`src/rtl/imem_loader_pkg.sv`:
```
// imem_loader_pkg: shared state encoding and load-stream format constants.
// Ports: none (package). Imported by the loader top and the word assembler.
// Stream: 2 length bytes MSB first, N words of 4 bytes MSB first, 1 XOR checksum byte.
package imem_loader_pkg;

   localparam int LEN_BYTES  = 2;
   localparam int WORD_BYTES = 4;

   typedef enum logic [2:0] {
      S_IDLE   = 3'd0,
      S_LEN_HI = 3'd1,
      S_LEN_LO = 3'd2,
      S_DATA   = 3'd3,
      S_WRITE  = 3'd4,
      S_CHECK  = 3'd5,
      S_DONE   = 3'd6
   } state_t;

endpackage

```
`src/rtl/imem_loader_if.sv`:
```
// imem_loader_if: groups the loader's control, byte-stream and memory-write signals.
// Ports: start/in_valid/in_data driven by the host (master); in_ready, mem_we,
// mem_addr, mem_wdata, cpu_hold, done, err driven by the loader (slave).
interface imem_loader_if #(
   parameter int ADDR_W = 16
);
   logic              start;
   logic              in_valid;
   logic [7:0]        in_data;
   logic              in_ready;
   logic              mem_we;
   logic [ADDR_W-1:0] mem_addr;
   logic [31:0]       mem_wdata;
   logic              cpu_hold;
   logic              done;
   logic              err;

   modport master (
      output start, in_valid, in_data,
      input  in_ready, mem_we, mem_addr, mem_wdata, cpu_hold, done, err
   );

   modport slave (
      input  start, in_valid, in_data,
      output in_ready, mem_we, mem_addr, mem_wdata, cpu_hold, done, err
   );
endinterface

```
`src/rtl/imem_loader_word_assembler.sv`:
```
// word_assembler: shifts accepted bytes MSB first into a 32-bit word.
// Ports: clk, rst (async high), clr (session start), shift_en, byte_in ->
// word (registered), word_ready (combinational: the 4th byte is being taken now).
module word_assembler
   import imem_loader_pkg::*;
(
   input  logic        clk,
   input  logic        rst,
   input  logic        clr,
   input  logic        shift_en,
   input  logic [7:0]  byte_in,
   output logic [31:0] word,
   output logic        word_ready
);

   logic [1:0] cnt;

   always_ff @(posedge clk or posedge rst) begin
      if (rst) begin
         word <= 32'd0;
         cnt  <= 2'd0;
      end else if (clr) begin
         word <= 32'd0;
         cnt  <= 2'd0;
      end else if (shift_en) begin
         word <= {word[23:0], byte_in};
         cnt  <= cnt + 2'd1;   // wraps to 0 after the last byte of a word
      end
   end

   assign word_ready = shift_en && (cnt == 2'(WORD_BYTES - 1));

endmodule

```
`src/rtl/imem_loader.sv`:
```
// imem_loader: parses a length/words/checksum byte stream into instruction-memory writes.
// Ports: clk, rst (async high), bus (imem_loader_if.slave): start pulse, in_valid/
// in_data/in_ready byte handshake, mem_we/mem_addr/mem_wdata write port, cpu_hold/done/err.
module imem_loader
   import imem_loader_pkg::*;
#(
   parameter int ADDR_W    = 16,
   parameter int MEM_DEPTH = 256,
   parameter int BASE_ADDR = 0
) (
   input  logic         clk,
   input  logic         rst,
   imem_loader_if.slave bus
);

   localparam logic [ADDR_W-1:0] BASE    = ADDR_W'(BASE_ADDR);
   localparam logic [16:0]       DEPTH17 = 17'(MEM_DEPTH);

   state_t            state, state_nxt;
   logic [15:0]       n;
   logic [15:0]       idx;
   logic [7:0]        acc;
   logic [ADDR_W-1:0] addr_q;
   logic              hold_q, done_q, err_q;
   logic              in_ready_c, mem_we_c;
   logic [31:0]       asm_word;
   logic              word_ready;

   wire        accept   = bus.in_valid && in_ready_c;
   wire        start_ok = bus.start && (state == S_IDLE || state == S_DONE);
   // Full length as it will be latched by the LEN_LO byte now on the bus.
   wire [15:0] len_full = {n[7:0], bus.in_data};
   wire        len_big  = {1'b0, len_full} > DEPTH17;

   word_assembler u_asm (
      .clk        (clk),
      .rst        (rst),
      .clr        (start_ok),
      .shift_en   (accept && state == S_DATA),
      .byte_in    (bus.in_data),
      .word       (asm_word),
      .word_ready (word_ready)
   );

   // State register
   always_ff @(posedge clk or posedge rst) begin
      if (rst) state <= S_IDLE;
      else     state <= state_nxt;
   end

   // Next-state logic
   always_comb begin
      state_nxt = state;
      case (state)
         S_IDLE, S_DONE: if (start_ok) state_nxt = S_LEN_HI;
         S_LEN_HI:       if (accept) state_nxt = S_LEN_LO;
         S_LEN_LO: begin
            if (accept) begin
               if (len_full == 16'd0) state_nxt = S_CHECK;
               else if (len_big)      state_nxt = S_DONE;
               else                   state_nxt = S_DATA;
            end
         end
         S_DATA:         if (word_ready) state_nxt = S_WRITE;
         S_WRITE:        state_nxt = ((idx + 16'd1) == n) ? S_CHECK : S_DATA;
         S_CHECK:        if (accept) state_nxt = S_DONE;
         default:        state_nxt = S_IDLE;
      endcase
   end

   // Output decode of the current state
   always_comb begin
      in_ready_c = 1'b0;
      mem_we_c   = 1'b0;
      case (state)
         S_LEN_HI, S_LEN_LO, S_DATA, S_CHECK: in_ready_c = 1'b1;
         S_WRITE:                             mem_we_c   = 1'b1;
         default: ;
      endcase
   end

   // Session datapath: length, word index, checksum, address and status flags
   always_ff @(posedge clk or posedge rst) begin
      if (rst) begin
         n      <= 16'd0;
         idx    <= 16'd0;
         acc    <= 8'd0;
         addr_q <= BASE;
         hold_q <= 1'b1;
         done_q <= 1'b0;
         err_q  <= 1'b0;
      end else if (start_ok) begin
         n      <= 16'd0;
         idx    <= 16'd0;
         acc    <= 8'd0;
         addr_q <= BASE;
         hold_q <= 1'b1;
         done_q <= 1'b0;
         err_q  <= 1'b0;
      end else begin
         case (state)
            S_LEN_HI: if (accept) n <= len_full;
            S_LEN_LO: begin
               if (accept) begin
                  n <= len_full;
                  if (len_big) begin
                     done_q <= 1'b1;
                     err_q  <= 1'b1;
                  end
               end
            end
            S_DATA:  if (accept) acc <= acc ^ bus.in_data;
            S_WRITE: begin
               idx    <= idx + 16'd1;
               addr_q <= addr_q + 1'b1;   // tracks BASE_ADDR + idx, modulo 2^ADDR_W
            end
            S_CHECK: begin
               if (accept) begin
                  done_q <= 1'b1;
                  err_q  <= (bus.in_data != acc);
                  hold_q <= (bus.in_data != acc);
               end
            end
            default: ;
         endcase
      end
   end

   assign bus.in_ready  = in_ready_c;
   assign bus.mem_we    = mem_we_c;
   assign bus.mem_addr  = addr_q;
   assign bus.mem_wdata = asm_word;
   assign bus.cpu_hold  = hold_q;
   assign bus.done      = done_q;
   assign bus.err       = err_q;

endmodule

```
`src/flat_wrapper.sv`:
```
// flat-port wrapper written by rule: the top's interface ports become plain ports
module imem_loader_flat import imem_loader_pkg::*;
#(
   parameter int ADDR_W    = 16,
   parameter int MEM_DEPTH = 256,
   parameter int BASE_ADDR = 0
)
  (clk, rst, bus_start, bus_in_valid, bus_in_data, bus_in_ready, bus_mem_we, bus_mem_addr, bus_mem_wdata, bus_cpu_hold, bus_done, bus_err);
  imem_loader_if #(.ADDR_W(ADDR_W)) bus_i ();
  input  logic clk;
  input  logic rst;
  input wire logic [$bits(bus_i.start)-1:0] bus_start;
  input wire logic [$bits(bus_i.in_valid)-1:0] bus_in_valid;
  input wire logic [$bits(bus_i.in_data)-1:0] bus_in_data;
  output wire logic [$bits(bus_i.in_ready)-1:0] bus_in_ready;
  output wire logic [$bits(bus_i.mem_we)-1:0] bus_mem_we;
  output wire logic [$bits(bus_i.mem_addr)-1:0] bus_mem_addr;
  output wire logic [$bits(bus_i.mem_wdata)-1:0] bus_mem_wdata;
  output wire logic [$bits(bus_i.cpu_hold)-1:0] bus_cpu_hold;
  output wire logic [$bits(bus_i.done)-1:0] bus_done;
  output wire logic [$bits(bus_i.err)-1:0] bus_err;
  assign bus_i.start = bus_start;
  assign bus_i.in_valid = bus_in_valid;
  assign bus_i.in_data = bus_in_data;
  assign bus_in_ready = bus_i.in_ready;
  assign bus_mem_we = bus_i.mem_we;
  assign bus_mem_addr = bus_i.mem_addr;
  assign bus_mem_wdata = bus_i.mem_wdata;
  assign bus_cpu_hold = bus_i.cpu_hold;
  assign bus_done = bus_i.done;
  assign bus_err = bus_i.err;
  imem_loader #(.ADDR_W(ADDR_W), .MEM_DEPTH(MEM_DEPTH), .BASE_ADDR(BASE_ADDR)) u_core (.clk(clk), .rst(rst), .bus(bus_i));
endmodule
```
`config.mk`:
```
export PLATFORM = sky130hd
export DESIGN_NAME = imem_loader_flat
export DESIGN_NICKNAME = d
export VERILOG_FILES = /design/src/rtl/imem_loader_pkg.sv /design/src/rtl/imem_loader_if.sv /design/src/rtl/imem_loader_word_assembler.sv /design/src/rtl/imem_loader.sv /design/src/flat_wrapper.sv
export SDC_FILE = /design/constraint.sdc
export NUM_CORES = 1
export LEC_CHECK = 0
export CORE_ASPECT_RATIO = 1.4
export CORE_UTILIZATION = 31
export DETAILED_ROUTE_END_ITERATION = 7
export PLACE_DENSITY = 0.58
export SETUP_SLACK_MARGIN = 0.02
export SLEW_MARGIN = 5
export SYNTH_ARGS = -nofsm -noshare
export SYNTH_HDL_FRONTEND = slang
export SYNTH_SLANG_ARGS = --single-unit
```
`constraint.sdc`:
```
create_clock -name clk -period 2.6 [get_ports clk]
set_clock_uncertainty 0.05 [all_clocks]
set_input_delay 0.26 -clock clk [delete_from_list [all_inputs] [get_ports clk]]
set_output_delay 0.26 -clock clk [all_outputs]
set_load 0.01 [all_outputs]
```
==> results.cfg <==
[global_routing]
first_global_vias = 4216
antenna_found_initial = 0
gr-total-overflow = 0
grt_start_max_net_pins = 42
grt_pass1_wl_microns = 21500
track_usage_pct = 16.9

[worst_hold_path]
min_path_type = in -> async

[floorplan]
die-area_sq_mm = 0.0163
ios = 65
initial_core_util_pct = 32.2
fp-row-count = 53
die_h_microns = 151
core-area_sq_mm = 0.0152
die_w_microns = 108

[flow_run]
maxCapViolations = 0

[synthesis]
synth_area_leader_cell = dfrtp_1
syn_avg_cell_area_sq_um = 9.06
synthDistinctLibCells = 56
yosys_warnings = 0
syn-num-nets = 554
ys_seq_area_share_pct = 49.2
yosys_register_bits = 96
synthCells = 539
ys_top_cells_by_area = dfrtp_1 (49%), nand2_1 (7.6%), o21ai_0 (6.6%)
synth_top_area_share_pct = 48.7
async_flop_share_pct = 100
synth_flop_cell = dfrtp_1
synth_edf_count = 0
synth_area_sq_mm = 0.00488

[critical_path]
cp_slowest_cell = dfrtp_1
cp_cell_sequence = ha_1 -> nand2_1 -> nor4_2 -> xnor2_1 -> o2111ai_1 -> nor4_2 -> o21ai_0
arrival_ns = 2.48
ff2ff_path_depth = 7
ff2ff_setup_slack_ns = 0.28
critPathMaxFanout = 7
rr_endpoint = u_core.state[1]
cpPeakStageDelay_ns = 0.44
worstSetupPathType = reg -> reg
crit_required_ns = 2.76
cp_common_cell = nor4_2
rr_startpoint = u_core.idx[0]
critical_path.startpoint = u_core.idx[0]
crit_path_start_kind = flop
cp-end-kind = flop

[detailed_routing]
drc = 0
wire_per_inst_microns = 15.7
drt_iter0_markers = 222
wl_microns = 12600
viasPerCell = 5.22
first_pass_iters = 4
ant_nets = 0
via_count = 4197

[layout]
postLayoutCellArea_sq_mm = 0.00615
layout_commonest_cell = nand2_1
layout.area.seq_sq_mm = 0.00240
area_delta_synth_final_pct = 26.0
fillers = 1469
nets = 622
diodes = 0
layout_common_cells = nand2_1 (99), dfrtp_1 (95), o21ai_0 (64), clkdlybuf4s50_1 (64), nor2_1 (58)
drive_above_1_share_pct = 9.15
multi_input_area_sq_mm = 0.00233

[pwr]
power_density_mw_per_mm2 = 1020
p_clk_share_pct = 22.0
p_leak_nw = 2.58
power_frac_seq_pct = 38.3
internal-power_mw = 3.90
netSwitchingFraction_pct = 37.6
peakVddDrop_mv = 0.605
switching_power_mw = 2.35
comb_power_share_pct = 39.6

[sta]
rsz0062_at_grt = no
hold_viol = 0
hold_ws_ns = 0.292
fmax_mhz = 430
slew_viol_final = 0
worst_pin_slew_ns = 0.626
fin_tns_setup_ns = 0
setup_viol = 0
period_minus_slack_ns = 2.32
period_share_pct = 89.3
slew_headroom_pct = 58.2

[placement]
post_dp_cell_area_sq_mm = 0.00584
gp_congestion = 0.859
port_buffers = 64
place.detailed.hpwl_microns = 9090

[clock_tree]
cts_resized = 0
cts_hold_buf = 0
clockBufferDepth = 2
cts_max_level = 3
clock-sinks = 96
numCtsBuffers = 9
post-cts-setup-buffers = 0
clk_latency_ns = 0.34
clk_pin_slew_worst_paths_ns = 0.07
cts_tree = yes
cts_root_buf = clkbuf_16

[status]
status = finished, final reports clean
## Yosys cell counts, drive strengths merged (2+ instances only)
| library cell | n |
|---|---|
| and3 | 4 |
| nor3 | 10 |
| o41ai | 3 |
| nand2 | 99 |
| nand4 | 11 |
| or3 | 5 |
| o21ai | 64 |
| nor2 | 58 |
| nor3b | 3 |
| nand3 | 10 |
| o31ai | 5 |
| a31oi | 3 |
| a21oi | 26 |
| a22o | 10 |
| a21boi | 2 |
| xnor2 | 24 |
| xor2 | 19 |
| nand2b | 2 |
| o22ai | 2 |
| buf | 10 |
| ha | 3 |
| mux2 | 2 |
| and2 | 2 |
| nand3b | 2 |
| nor4 | 6 |
| dfrtp | 95 |
| clkbuf | 21 |
| nor2b | 2 |
| inv | 6 |
| mux2i | 12 |
## cell type report
type / count / area share, %
clock buffer: 11 / 4.11
timing repair buffer: 88 / 13.5
clock inverter: 5 / 1.04
sequential: 96 / 39.1
multi-input combinational: 406 / 37.9
tap: 192 / 3.90
inverter: 6 / 0.427
## routing by layer
metal	track usage, %	part of all wire, %	vias to the layer above
met5	0	0	-
met4	6.51	2.2	0
met3	3.12	4.3	20
met2	29.1	51	107
met1	20.7	42	2069
li1	-	-	2001
## registers in the layout (all words and copies together) (netlist names), 2 cells and up
name,flops
u_core.u_asm.word,32
u_core.bus.mem_addr,16
u_core.idx,16
u_core.n,16
u_core.acc,8
u_core.state,3
u_core.u_asm.cnt,2
## kinds of logic after synthesis
kind of cell	share of synthesized area [%]
AND/OR/NAND/NOR	20.8
AO/OA/AOI/OAI	15.4
flip-flops	49.2
XOR/XNOR	7.71
buffers and inverters	3.20
multiplexers	2.92
adder cells (fa/ha/maj)	0.769
## power by group through the flow
stage / registers [mW] / logic (mW) / clock network, mW
6_report: 2.40 / 2.48 / 1.38
5_1_grt: 2.46 / 2.78 / 1.48
4_1_cts: 2.39 / 2.51 / 1.42
3_5_place_dp: 2.41 / 2.50 / 0
3_3_place_gp: 2.40 / 2.47 / 0
2_1_floorplan: 2.35 / 1.50 / 0
## through the flow
step | util [%] | power (mW) | setup slack [ns] | std cells
detailed placement | 38.4 | 4.91 | 0.160 | 788
global placement | 38.4 | 4.87 | 0.125 | 788
finish | 40.5 | 6.26 | 0.277 | 804
floorplan | - | 3.85 | 0.469 | 539
global route | 40.5 | 6.71 | 0.0746 | 804
CTS | 40.5 | 6.33 | 0.261 | 804
## worst max-delay path: cells and delay by family, from the launching register on
family / cells / cell delay [ns]
AND/OR/NAND/NOR: 3 / 1.02
flip-flops: 1 / 0.44
AO/OA/AOI/OAI: 2 / 0.27
adder cells (fa/ha/maj): 1 / 0.26
XOR/XNOR: 1 / 0.18
## worst max path at each step
| stage | cells past startpoint | to | slack, ns |
|---|---|---|---|
| floorplan | 7 | u_core.state[1] | 0.47 |
| global placement | 7 | u_core.bus.err | 0.13 |
| detailed placement | 7 | u_core.bus.err | 0.16 |
| CTS | 7 | u_core.state[1] | 0.26 |
| global route | 7 | u_core.state[1] | 0.07 |
| finish | 7 | u_core.state[1] | 0.28 |
No activity file was read; power rests on OpenSTA's default activity.
